$ cat config.mk
export PLATFORM = sky130hd
export DESIGN_NAME = wb_gain_stage_flat
export DESIGN_NICKNAME = d
export VERILOG_FILES = /design/src/rtl/wb_pkg.sv /design/src/rtl/wb_gain_stage_if.sv /design/src/rtl/wb_gain_mul.sv /design/src/rtl/wb_gain_stage.sv /design/src/flat_wrapper.sv
export SDC_FILE = /design/constraint.sdc
export NUM_CORES = 1
export LEC_CHECK = 0
export CORE_ASPECT_RATIO = 0.75
export CORE_MARGIN = 2
export CORE_UTILIZATION = 33
export CTS_CLUSTER_SIZE = 20
export DETAILED_ROUTE_END_ITERATION = 6
export PLACE_DENSITY = 0.59
export SETUP_SLACK_MARGIN = 0.2
export SYNTH_ARGS = -nofsm -noshare
export SYNTH_HDL_FRONTEND = slang
export SYNTH_SLANG_ARGS = --single-unit
export TNS_END_PERCENT = 1
$ cat constraint.sdc
create_clock -name clk -period 8.04 [get_ports clk]
set_input_delay 1.206 -clock clk [delete_from_list [all_inputs] [get_ports clk]]
set_output_delay 1.206 -clock clk [all_outputs]
set_load 0.005 [all_outputs]
$ cat src/rtl/wb_pkg.sv
// wb_pkg: shared constants for the white-balance gain stage.
//   DATA_MAX / GAIN_UNITY  : saturation ceiling and the unity gain in Q2.8.
//   *_DEF                  : default widths used by wb_gain_stage parameters.
//   CH0..CH2, NUM_CH       : colour-plane indices.
package wb_pkg;

  localparam int unsigned DATA_W_DEF    = 12;
  localparam int unsigned GAIN_W_DEF    = 10;
  localparam int unsigned GAIN_FRAC_DEF = 8;
  localparam int unsigned STAT_W_DEF    = 36;

  localparam int unsigned DATA_MAX   = 4095;
  localparam int unsigned GAIN_UNITY = 256;

  localparam int unsigned NUM_CH = 3;
  localparam int unsigned CH0    = 0;
  localparam int unsigned CH1    = 1;
  localparam int unsigned CH2    = 2;

endpackage

$ cat src/rtl/wb_gain_stage_if.sv
// wb_gain_stage_if: three-plane pixel stream in and out of the gain stage.
//   master : pixel source side (drives inpvalid/din0..2, observes outvalid/dout0..2)
//   slave  : gain stage side   (receives inpvalid/din0..2, drives outvalid/dout0..2)
interface wb_gain_stage_if #(
  parameter int unsigned DATA_W = 12
);
  logic              inpvalid;
  logic [DATA_W-1:0] din0;
  logic [DATA_W-1:0] din1;
  logic [DATA_W-1:0] din2;
  logic              outvalid;
  logic [DATA_W-1:0] dout0;
  logic [DATA_W-1:0] dout1;
  logic [DATA_W-1:0] dout2;

  modport master (
    output inpvalid, din0, din1, din2,
    input  outvalid, dout0, dout1, dout2
  );

  modport slave (
    input  inpvalid, din0, din1, din2,
    output outvalid, dout0, dout1, dout2
  );
endinterface

$ cat src/rtl/wb_gain_mul.sv
// wb_gain_mul: one colour plane, pipeline stages S2 and S3.
//   S2: prod_q = din * gain (full DATA_W+GAIN_W width).
//   S3: dout_q = saturate((prod_q + half LSB) >> GAIN_FRAC), loaded only
//       when s2_valid is set, otherwise held.
// Ports: clk, rstn (sync, active-low), din/gain (S1 registers),
//        s2_valid (valid of the product currently in prod_q), dout.
module wb_gain_mul #(
  parameter int unsigned DATA_W    = 12,
  parameter int unsigned GAIN_W    = 10,
  parameter int unsigned GAIN_FRAC = 8
) (
  input  logic              clk,
  input  logic              rstn,
  input  logic [DATA_W-1:0] din,
  input  logic [GAIN_W-1:0] gain,
  input  logic              s2_valid,
  output logic [DATA_W-1:0] dout
);

  localparam int unsigned PROD_W = DATA_W + GAIN_W;
  localparam int unsigned RND_W  = PROD_W + 1 - GAIN_FRAC;
  localparam logic [PROD_W:0] HALF = (PROD_W+1)'(1) << (GAIN_FRAC - 1);

  logic [PROD_W-1:0] prod_d, prod_q;
  logic [PROD_W:0]   rnd;
  logic [RND_W-1:0]  r;
  logic [DATA_W-1:0] dout_d, dout_q;

  always_comb begin
    prod_d = PROD_W'(din) * PROD_W'(gain);
    rnd    = {1'b0, prod_q} + HALF;
    r      = rnd[PROD_W:GAIN_FRAC];
    dout_d = dout_q;
    if (s2_valid) begin
      // any bit above DATA_W means the rounded result exceeds the plane max
      dout_d = (|r[RND_W-1:DATA_W]) ? '1 : r[DATA_W-1:0];
    end
  end

  always_ff @(posedge clk) begin
    if (!rstn) begin
      prod_q <= '0;
      dout_q <= '0;
    end else begin
      prod_q <= prod_d;
      dout_q <= dout_d;
    end
  end

  assign dout = dout_q;

endmodule

$ cat src/rtl/wb_gain_stage.sv
// wb_gain_stage: per-channel white-balance gain, latency 3, 1 pixel/clk.
//   clk, rstn           : clock, synchronous active-low reset
//   frame_start         : frame boundary pulse; applies pending gains
//   px (slave)          : inpvalid/din0..2 in, outvalid/dout0..2 out
//   gain_wr/sel/data    : gain write port (sel 3 ignored), Q2.8 gains
//   gain_pending        : a written gain waits for the next frame_start
//   stat_sum0..2        : per-frame pre-gain input sums (WB_STATS_EN)
//   stat_valid          : one-cycle update pulse for stat_sum (WB_STATS_EN)
// Optional feature macro: WB_STATS_EN (stat outputs tie to 0 when undefined).
module wb_gain_stage
  import wb_pkg::*;
#(
  parameter int unsigned DATA_W    = DATA_W_DEF,
  parameter int unsigned GAIN_W    = GAIN_W_DEF,
  parameter int unsigned GAIN_FRAC = GAIN_FRAC_DEF,
  parameter int unsigned STAT_W    = STAT_W_DEF
) (
  input  logic               clk,
  input  logic               rstn,
  input  logic               frame_start,
  wb_gain_stage_if.slave     px,
  input  logic               gain_wr,
  input  logic [1:0]         gain_sel,
  input  logic [GAIN_W-1:0]  gain_data,
  output logic               gain_pending,
  output logic [STAT_W-1:0]  stat_sum0,
  output logic [STAT_W-1:0]  stat_sum1,
  output logic [STAT_W-1:0]  stat_sum2,
  output logic               stat_valid
);

  logic [DATA_W-1:0] din_a  [NUM_CH];
  logic [DATA_W-1:0] dout_a [NUM_CH];

  assign din_a[CH0] = px.din0;
  assign din_a[CH1] = px.din1;
  assign din_a[CH2] = px.din2;

  // Gain double buffer
  logic [GAIN_W-1:0] pend_d [NUM_CH];
  logic [GAIN_W-1:0] pend_q [NUM_CH];
  logic [GAIN_W-1:0] act_d  [NUM_CH];
  logic [GAIN_W-1:0] act_q  [NUM_CH];
  logic              gain_pending_d, gain_pending_q;

  // S1 registers and valid pipe
  logic [DATA_W-1:0] s1_din_d  [NUM_CH];
  logic [DATA_W-1:0] s1_din_q  [NUM_CH];
  logic [GAIN_W-1:0] s1_gain_d [NUM_CH];
  logic [GAIN_W-1:0] s1_gain_q [NUM_CH];
  logic              s1_valid_d, s1_valid_q;
  logic              s2_valid_d, s2_valid_q;
  logic              outvalid_d, outvalid_q;

  always_comb begin
    pend_d         = pend_q;
    act_d          = act_q;
    gain_pending_d = gain_pending_q;
    // apply reads the old pending values; a same-cycle write then lands in
    // pending and re-arms gain_pending, so the write takes precedence here
    if (frame_start) begin
      act_d          = pend_q;
      gain_pending_d = 1'b0;
    end
    if (gain_wr && (gain_sel != 2'd3)) begin
      pend_d[gain_sel] = gain_data;
      gain_pending_d   = 1'b1;
    end

    // S1 captures act_q, i.e. the gains in force before any same-cycle apply
    s1_din_d   = din_a;
    s1_gain_d  = act_q;
    s1_valid_d = px.inpvalid;
    s2_valid_d = s1_valid_q;
    outvalid_d = s2_valid_q;
  end

  always_ff @(posedge clk) begin
    if (!rstn) begin
      pend_q         <= '{default: GAIN_W'(GAIN_UNITY)};
      act_q          <= '{default: GAIN_W'(GAIN_UNITY)};
      gain_pending_q <= 1'b0;
      s1_din_q       <= '{default: '0};
      s1_gain_q      <= '{default: '0};
      s1_valid_q     <= 1'b0;
      s2_valid_q     <= 1'b0;
      outvalid_q     <= 1'b0;
    end else begin
      pend_q         <= pend_d;
      act_q          <= act_d;
      gain_pending_q <= gain_pending_d;
      s1_din_q       <= s1_din_d;
      s1_gain_q      <= s1_gain_d;
      s1_valid_q     <= s1_valid_d;
      s2_valid_q     <= s2_valid_d;
      outvalid_q     <= outvalid_d;
    end
  end

  for (genvar g = 0; g < NUM_CH; g++) begin : g_ch
    wb_gain_mul #(
      .DATA_W    (DATA_W),
      .GAIN_W    (GAIN_W),
      .GAIN_FRAC (GAIN_FRAC)
    ) u_mul (
      .clk      (clk),
      .rstn     (rstn),
      .din      (s1_din_q[g]),
      .gain     (s1_gain_q[g]),
      .s2_valid (s2_valid_q),
      .dout     (dout_a[g])
    );
  end

  assign gain_pending = gain_pending_q;
  assign px.outvalid  = outvalid_q;
  assign px.dout0     = dout_a[CH0];
  assign px.dout1     = dout_a[CH1];
  assign px.dout2     = dout_a[CH2];

`ifdef WB_STATS_EN
  logic [STAT_W-1:0] acc_d  [NUM_CH];
  logic [STAT_W-1:0] acc_q  [NUM_CH];
  logic [STAT_W-1:0] acc_in [NUM_CH];
  logic [STAT_W-1:0] sum_d  [NUM_CH];
  logic [STAT_W-1:0] sum_q  [NUM_CH];
  logic [STAT_W:0]   add;
  logic              stat_valid_d, stat_valid_q;

  always_comb begin
    acc_d        = acc_q;
    acc_in       = acc_q;
    sum_d        = sum_q;
    add          = '0;
    stat_valid_d = frame_start;
    for (int unsigned i = 0; i < NUM_CH; i++) begin
      // acc_in is the accumulator including this cycle's pixel, saturating
      add = {1'b0, acc_q[i]} + (STAT_W+1)'(din_a[i]);
      if (px.inpvalid) begin
        acc_in[i] = add[STAT_W] ? '1 : add[STAT_W-1:0];
      end
      if (frame_start) begin
        sum_d[i] = acc_in[i];
        acc_d[i] = px.inpvalid ? STAT_W'(din_a[i]) : '0;
      end else begin
        acc_d[i] = acc_in[i];
      end
    end
  end

  always_ff @(posedge clk) begin
    if (!rstn) begin
      acc_q        <= '{default: '0};
      sum_q        <= '{default: '0};
      stat_valid_q <= 1'b0;
    end else begin
      acc_q        <= acc_d;
      sum_q        <= sum_d;
      stat_valid_q <= stat_valid_d;
    end
  end

  assign stat_sum0  = sum_q[CH0];
  assign stat_sum1  = sum_q[CH1];
  assign stat_sum2  = sum_q[CH2];
  assign stat_valid = stat_valid_q;
`else
  assign stat_sum0  = '0;
  assign stat_sum1  = '0;
  assign stat_sum2  = '0;
  assign stat_valid = 1'b0;
`endif

endmodule

$ cat src/flat_wrapper.sv
// flat-port wrapper written by rule: the top's interface ports become plain ports
module wb_gain_stage_flat import wb_pkg::*;
#(
  parameter int unsigned DATA_W    = DATA_W_DEF,
  parameter int unsigned GAIN_W    = GAIN_W_DEF,
  parameter int unsigned GAIN_FRAC = GAIN_FRAC_DEF,
  parameter int unsigned STAT_W    = STAT_W_DEF
)
  (clk, rstn, frame_start, gain_wr, gain_sel, gain_data, gain_pending, stat_sum0, stat_sum1, stat_sum2, stat_valid, px_inpvalid, px_din0, px_din1, px_din2, px_outvalid, px_dout0, px_dout1, px_dout2);
  wb_gain_stage_if #(.DATA_W(DATA_W)) px_i ();
  input  logic clk;
  input  logic rstn;
  input  logic frame_start;
  input  logic gain_wr;
  input  logic [1:0] gain_sel;
  input  logic [GAIN_W-1:0] gain_data;
  output logic gain_pending;
  output logic [STAT_W-1:0] stat_sum0;
  output logic [STAT_W-1:0] stat_sum1;
  output logic [STAT_W-1:0] stat_sum2;
  output logic stat_valid;
  input wire logic [$bits(px_i.inpvalid)-1:0] px_inpvalid;
  input wire logic [$bits(px_i.din0)-1:0] px_din0;
  input wire logic [$bits(px_i.din1)-1:0] px_din1;
  input wire logic [$bits(px_i.din2)-1:0] px_din2;
  output wire logic [$bits(px_i.outvalid)-1:0] px_outvalid;
  output wire logic [$bits(px_i.dout0)-1:0] px_dout0;
  output wire logic [$bits(px_i.dout1)-1:0] px_dout1;
  output wire logic [$bits(px_i.dout2)-1:0] px_dout2;
  assign px_i.inpvalid = px_inpvalid;
  assign px_i.din0 = px_din0;
  assign px_i.din1 = px_din1;
  assign px_i.din2 = px_din2;
  assign px_outvalid = px_i.outvalid;
  assign px_dout0 = px_i.dout0;
  assign px_dout1 = px_i.dout1;
  assign px_dout2 = px_i.dout2;
  wb_gain_stage #(.DATA_W(DATA_W), .GAIN_W(GAIN_W), .GAIN_FRAC(GAIN_FRAC), .STAT_W(STAT_W)) u_core (.clk(clk), .rstn(rstn), .frame_start(frame_start), .px(px_i), .gain_wr(gain_wr), .gain_sel(gain_sel), .gain_data(gain_data), .gain_pending(gain_pending), .stat_sum0(stat_sum0), .stat_sum1(stat_sum1), .stat_sum2(stat_sum2), .stat_valid(stat_valid));
endmodule
==> results of run 1 <==
-- sequential cells by signal, summed over array words and instances, names as in the netlist --
| signal | cells |
|---|---|
| u_core.g_ch.u_mul.prod_q | 45 |
| u_core.g_ch.u_mul.dout | 36 |
| u_core.s1_din_q | 36 |
| u_core.act_q | 30 |
| u_core.pend_q | 30 |
| u_core.s1_gain_q | 30 |
| u_core.gain_pending | 1 |
| u_core.outvalid_d | 1 |
| u_core.px.outvalid | 1 |
| u_core.s1_valid_q | 1 |
-- cells by family after synthesis --
| group | Yosys count | synth area share [%] |
|---|---|---|
| AO/OA/AOI/OAI | 198 | 6.43 |
| XOR/XNOR | 67 | 3.11 |
| adder cells (fa/ha/maj) | 399 | 35.6 |
| buffers and inverters | 437 | 10.9 |
| flip-flops | 211 | 22.4 |
| multiplexers | 64 | 3.39 |
| other | 1 | 0.0199 |
| AND/OR/NAND/NOR | 664 | 18.2 |
-- Yosys cell counts (4+ instances only) --
| cell | n | area, um2 |
|---|---|---|
| a21boi_1 | 4 | 30.0 |
| a21o_1 | 21 | 158 |
| a21oi_1 | 74 | 370 |
| a31oi_1 | 7 | 43.8 |
| and2_1 | 278 | 1740 |
| and3_1 | 16 | 100 |
| and3b_1 | 4 | 35.0 |
| and4_1 | 8 | 70.1 |
| buf_1 | 8 | 30.0 |
| buf_2 | 4 | 20.0 |
| buf_4 | 109 | 818 |
| clkbuf_1 | 83 | 312 |
| dfxtp_1 | 211 | 4220 |
| fa_1 | 231 | 4620 |
| ha_1 | 168 | 2100 |
| inv_1 | 233 | 875 |
| mux2i_1 | 64 | 641 |
| nand2_1 | 189 | 709 |
| nand2b_1 | 4 | 25.0 |
| nand3_1 | 21 | 105 |
| nand3b_1 | 4 | 30.0 |
| nand4_1 | 12 | 75.1 |
| nor2_1 | 99 | 372 |
| nor3_1 | 15 | 75.1 |
| o21a_1 | 7 | 52.6 |
| o21ai_0 | 49 | 245 |
| o21ai_1 | 4 | 20.0 |
| o31ai_1 | 5 | 37.5 |
| or2_2 | 5 | 31.3 |
| xnor2_1 | 31 | 272 |
| xor2_1 | 36 | 315 |
-- where the power goes --
part / internal (mW) / leakage (nW) / switching [mW]
Combinational: 0.110 / 8.37 / 0.129
Clock: 0.587 / 0.355 / 0.461
Sequential: 1.08 / 1.72 / 0.0553
-- layer usage --
layer | up-vias | track usage [%] | part of all wire (%)
met5 | - | 0 | 0
met4 | 0 | 2.27 | 1.2
met3 | 41 | 3.01 | 5.6
met2 | 306 | 22.6 | 42
met1 | 6330 | 22.5 | 51
li1 | 6263 | - | -
-- per-stage QoR --
step,utilization [%],area (um2),hold WS (ns)
after floorplan,-,19300,0.412
after global placement,35.5,19900,0.430
after detailed placement,35.5,19900,0.440
after CTS,36.8,20700,0.453
after global routing,36.8,20700,0.480
final,36.8,20700,0.444
-- worst paths after layout --
kind / from / end / cells after the start
hold / removal: u_core.s1_valid_q$_SDFF_PN0_ / u_core.outvalid_d$_SDFF_PN0_ / 1
hold reg to reg: u_core.s1_valid_q$_SDFF_PN0_ / u_core.outvalid_d$_SDFF_PN0_ / 1
setup reg to reg: u_core.s1_gain_q[1]$_SDFF_PN0_ / u_core.g_ch[2].u_mul.prod_q[19]$_SDFF_PN0_ / 19
setup / recovery: u_core.s1_gain_q[1]$_SDFF_PN0_ / u_core.g_ch[2].u_mul.prod_q[19]$_SDFF_PN0_ / 19
-- area by class of cell --
type | instances | share of cell area (%)
Sequential cell | 211 | 20.4
Clock inverter | 9 | 0.478
Inverter | 233 | 4.23
Clock buffer | 32 | 3.05
Multi-Input combinational cell | 1501 | 62.9
Timing Repair Buffer | 93 | 4.43
Tap cell | 731 | 4.43
==> results.py, run 1 <==
metrics = {
    "cells_and_area": {
        "fin_nets": 2515,
        "syn2layout_area_growth_pct": 9.48,
        "seq_area_um2": 4220,
        "drive_gt1_share_pct": 2.60,
        "diodes": 0,
        "multi_input_area_um2": 13000,
        "final_common_cell": "and2_1",
        "final_cell_mix": "278 x and2_1, 232 x inv_1, 231 x fa_1",
        "fin_cells": 2810,
        "n_fill_cell": 5656,
    },
    "clock_tree": {
        "worstSkewPairLatency_ns": 0.55,
        "path_clk_slew_ns": 0.07,
        "numClockSinks": 211,
        "cts_resized": 0,
        "cts-root-buf": "clkbuf_16",
        "cts_hold_buf": 0,
        "cts_tree": "done",
        "numCtsBuffers": 23,
        "h-tree-depth": 1,
        "post-cts-setup-buffer-count": 0,
        "cts.path.max_buffers": 3,
    },
    "pwr": {
        "powerDensity_nw_per_um2": 117,
        "power_mw": 2.42,
        "vdd_drop_max_v": 0.000120,
        "p_leak_nw": 10.4,
    },
    "detailed_routing": {
        "drt-total-wl_um": 43300,
        "drtPass1Iterations": 5,
        "drcViolationCount": 0,
        "vias": 12900,
        "vias_per_cell": 4.60,
        "wl_per_cell_um": 15.4,
        "drt_iter0_markers": 911,
        "ant_nets": 0,
    },
    "critical_path": {
        "reg2reg_slack_ns": 2.60,
        "worst_ep_required_time_ns": 8.44,
        "critPathArrivalTime_ns": 5.84,
        "crit_type": "register to register",
        "startpoint_type": "register",
        "cp_top_family": "adder cells",
        "max_stage_delay_ns": 0.60,
        "end_kind": "register",
        "path_cells": "nand2_1, fa_1, inv_1, fa_1, inv_1, fa_1, inv_1, fa_1, inv_1, fa_1, inv_1, ha_1, o21ai_0, a21oi_1, o31ai_1, o31ai_1, o31ai_1, xor2_1, nor2_1",
        "cp_slowest_cell": "dfxtp_1",
        "critPathBufInv": 5,
        "crit_fanout": 12,
    },
    "sta": {
        "rsz0062_at_grt": "no",
        "hold_violations": 0,
        "postLayoutSetupSlackWorst_ns": 2.60,
        "max_freq_ghz": 0.184,
        "drv_slew": 0,
        "finalClockSkew_ns": 0.0124,
        "max_slew_margin_pct": 27.4,
        "period_minus_slack_ns": 5.44,
        "fin_crit_sh_pct": 67.7,
        "setup_tns_ns": 0,
        "setup_viol": 0,
        "worst-slew-pin-transition_ns": 1.08,
    },
    "place": {
        "dp.cells": 2769,
        "gp_congestion": 0.856,
        "dp_hpwl_um": 33900,
        "pre_cts_ws_ns": 2.72,
        "port_buffers": 90,
    },
    "floorplanning": {
        "fp.dieW_um": 280,
        "ioPinCount": 200,
        "fp.coreArea_um2": 56200,
        "rows": 75,
        "die_h_um": 211,
        "initial_core_util_pct": 33.6,
        "die_area_um2": 59200,
    },
    "global_route": {
        "grt_pass1_vias": 13400,
        "antenna_found_initial": 0,
        "grt_pass1_wl_um": 71800,
        "grt_max_degree": 109,
        "grt_overflow": 0,
        "grt_usage_pct": 15.0,
    },
    "hold_path": {
        "hp-class": "register to register",
    },
    "synthesis": {
        "async_flop_share_pct": 0,
        "syn_area_um2": 18900,
        "syn_inst": 2041,
        "postSynthAreaPerCell_um2": 9.25,
        "yosysWarnings": 0,
        "ys.flop_type": "dfxtp_1",
        "seq_area_frac_synth_pct": 22.4,
        "ys_ff_latch": 211,
        "synth_edf_count": 0,
        "synth_cell_type_count": 56,
    },
    "run": {
        "max_cap_viol_count": 0,
    },
    "status": {
        "status": "completed",
    },
}
No activity file was read; power rests on OpenSTA's default activity.
==> run 2, diff against run 1 <==
==> constraint.sdc (replaced) <==
create_clock -name clk -period 5.3 [get_ports clk]
set_input_delay 0.795 -clock clk [delete_from_list [all_inputs] [get_ports clk]]
set_output_delay 0.795 -clock clk [all_outputs]
set_load 0.005 [all_outputs]
==> run 2 against run 1 <==
Effect of this change:
- flip-flop and latch count unchanged
- critical endpoint is now u_core.g_ch[0].u_mul.prod_q[19]$_SDFF_PN0_
- clock power rose by 61%
- total power is 56% higher
- design area grew 2.8%
- hold slack got worse by 0.0018 ns
- highest routed layer unchanged
==> results.py, run 2 (synthesis gave the netlist of run 1 again) <==
metrics = {
    "clock_tree": {
        "numCtsBuffers": 24,
        "worstSkewPairLatency_ns": 0.56,
        "cts.path.max_buffers": 3,
        "numClockSinks": 211,
        "cts_tree": "done",
        "h-tree-depth": 1,
        "cts-root-buf": "clkbuf_16",
        "path_clk_slew_ns": 0.06,
    },
    "cells_and_area": {
        "syn2layout_area_growth_pct": 12.5,
        "largest_register_ffs": 45,
        "diodes": 0,
        "drive_gt1_share_pct": 7.78,
        "final_cell_mix": "278 x and2_1, 232 x inv_1, 230 x fa_1",
        "final_common_cell": "and2_1",
        "fin_nets": 2545,
        "n_fill_cell": 5620,
        "regMostFlops": "u_core.g_ch.u_mul.prod_q",
    },
    "floorplanning": {
        "die_area_um2": 59200,
        "initial_core_util_pct": 33.6,
        "ioPinCount": 200,
        "die_h_um": 211,
        "fp.coreArea_um2": 56200,
        "rows": 75,
        "fp.dieW_um": 280,
    },
    "sta": {
        "fin_crit_sh_pct": 94.6,
        "hold_violations": 0,
        "setup_tns_ns": 0,
        "period_minus_slack_ns": 5.01,
        "rsz0062_at_grt": "yes",
        "setup_viol": 0,
        "worst-slew-pin-transition_ns": 1.10,
        "finalClockSkew_ns": 0.0336,
        "hold_ws_ns": 0.442,
        "drv_slew": 0,
        "max_freq_ghz": 0.200,
        "max_slew_margin_pct": 26.0,
    },
    "hold_path": {
        "hp-class": "register to register",
    },
    "detailed_routing": {
        "drtPass1Iterations": 6,
        "drt_iter0_markers": 727,
        "drt-total-wl_um": 44100,
        "vias_per_cell": 4.62,
        "vias": 13100,
        "ant_nets": 0,
        "wl_per_cell_um": 15.5,
        "drcViolationCount": 0,
    },
    "pwr": {
        "combPwrFrac_pct": 10.1,
        "power_frac_seq_pct": 45.2,
        "powerDensity_nw_per_um2": 178,
        "power_mw": 3.79,
        "p_leak_nw": 10.7,
        "p_switching_mw": 0.992,
        "vdd_drop_max_v": 0.000207,
        "switching_share_pct": 26.2,
        "intPower_mw": 2.79,
        "pwr-share-clk_pct": 44.6,
    },
    "critical_path": {
        "startpoint_type": "register",
        "crit_fanout": 11,
        "cp_top_family": "adder cells",
        "critPathBufInv": 3,
        "crit_type": "register to register",
        "worst_ep_required_time_ns": 5.74,
        "cp_slowest_cell": "fa_1",
        "end_kind": "register",
        "critPathArrivalTime_ns": 5.45,
        "max_stage_delay_ns": 0.54,
        "crit_top_cell": "fa_1",
        "path_cells": "nand2_1, fa_1, inv_1, fa_1, inv_1, fa_1, inv_1, fa_1, fa_1, ha_1, and3_1, and3_1, o21ai_1, a211o_1, a21oi_2, nor3_1, nor3b_1",
    },
    "run": {
        "max_cap_viol_count": 0,
    },
    "global_route": {
        "grt_usage_pct": 15.0,
        "grt_pass1_vias": 13400,
        "grt_overflow": 0,
        "grt_max_degree": 110,
        "antenna_found_initial": 0,
        "grt_pass1_wl_um": 71800,
    },
    "status": {
        "status": "completed",
    },
    "place": {
        "dp_hpwl_um": 34600,
        "gp_congestion": 0.879,
        "port_buffers": 90,
    },
}
==> run 2: changes by cell type in the layout (fill, tap and decap cells not counted), sizes merged <==
cell / delta
buf: +29
clkinv: +3
inv: -2
bufinv: +1
clkbuf: -1
==> run 2: area by class of cell <==
type / instances / area [um2] / area share, %
tap: 731 / 915 / 4.31
multi-input combinational: 1501 / 13200 / 61.9
timing repair buffer: 122 / 1150 / 5.43
sequential: 211 / 4350 / 20.5
clock inverter: 11 / 144 / 0.677
inverter: 233 / 875 / 4.12
clock buffer: 31 / 657 / 3.09
==> run 2: per-layer routing <==
layer / GRT usage, % / up-vias / routed length (um)
li1: - / 6322 / -
met1: 22.9 / 6472 / 22500
met2: 21.8 / 291 / 18400
met3: 3.11 / 41 / 2540
met4: 2.82 / 0 / 601
met5: 0 / - / 0
==> run 2: path summary, 6_finish.rpt <==
kind / startpoint / cells past startpoint / endpoint / slack (ns)
max: u_core.s1_gain_q[21]$_SDFF_PN0_ / 17 / u_core.g_ch[0].u_mul.prod_q[19]$_SDFF_PN0_ / 0.29
min: u_core.s1_valid_q$_SDFF_PN0_ / 1 / u_core.outvalid_d$_SDFF_PN0_ / 0.44
max reg2reg: u_core.s1_gain_q[21]$_SDFF_PN0_ / 17 / u_core.g_ch[0].u_mul.prod_q[19]$_SDFF_PN0_ / 0.29
min reg2reg: u_core.s1_valid_q$_SDFF_PN0_ / 1 / u_core.outvalid_d$_SDFF_PN0_ / 0.44
==> run 2: power by group through the flow <==
| stage | logic (mW) | clock network [mW] | registers [mW] |
|---|---|---|---|
| 5_1_grt | 0.432 | 1.81 | 1.72 |
| 3_3_place_gp | 0.372 | 0 | 1.75 |
| 3_5_place_dp | 0.376 | 0 | 1.75 |
| 2_1_floorplan | 0.308 | 0 | 1.70 |
| 4_1_cts | 0.381 | 1.75 | 1.72 |
| 6_report | 0.383 | 1.69 | 1.71 |
==> run 2: stage by stage <==
stage	std cells	util (%)	cell area (um2)	setup WS, ns
4_1_cts	2836	37.3	20900	0.189
6_report	2840	37.8	21200	0.289
3_5_place_dp	2794	35.8	20100	0.109
3_3_place_gp	2794	35.8	20100	0.152
5_1_grt	2840	37.8	21200	0.132
2_1_floorplan	2149	-	19300	0.371
==> run 2: timing repair <==
item / CTS / global route
hold buffers: 0 / 0
cloned: 0 / 0
pin swaps: 0 / 8
setup endpoints to repair: 9 / 27
buffers inserted: 0 / 4
resized for setup: 15 / 90
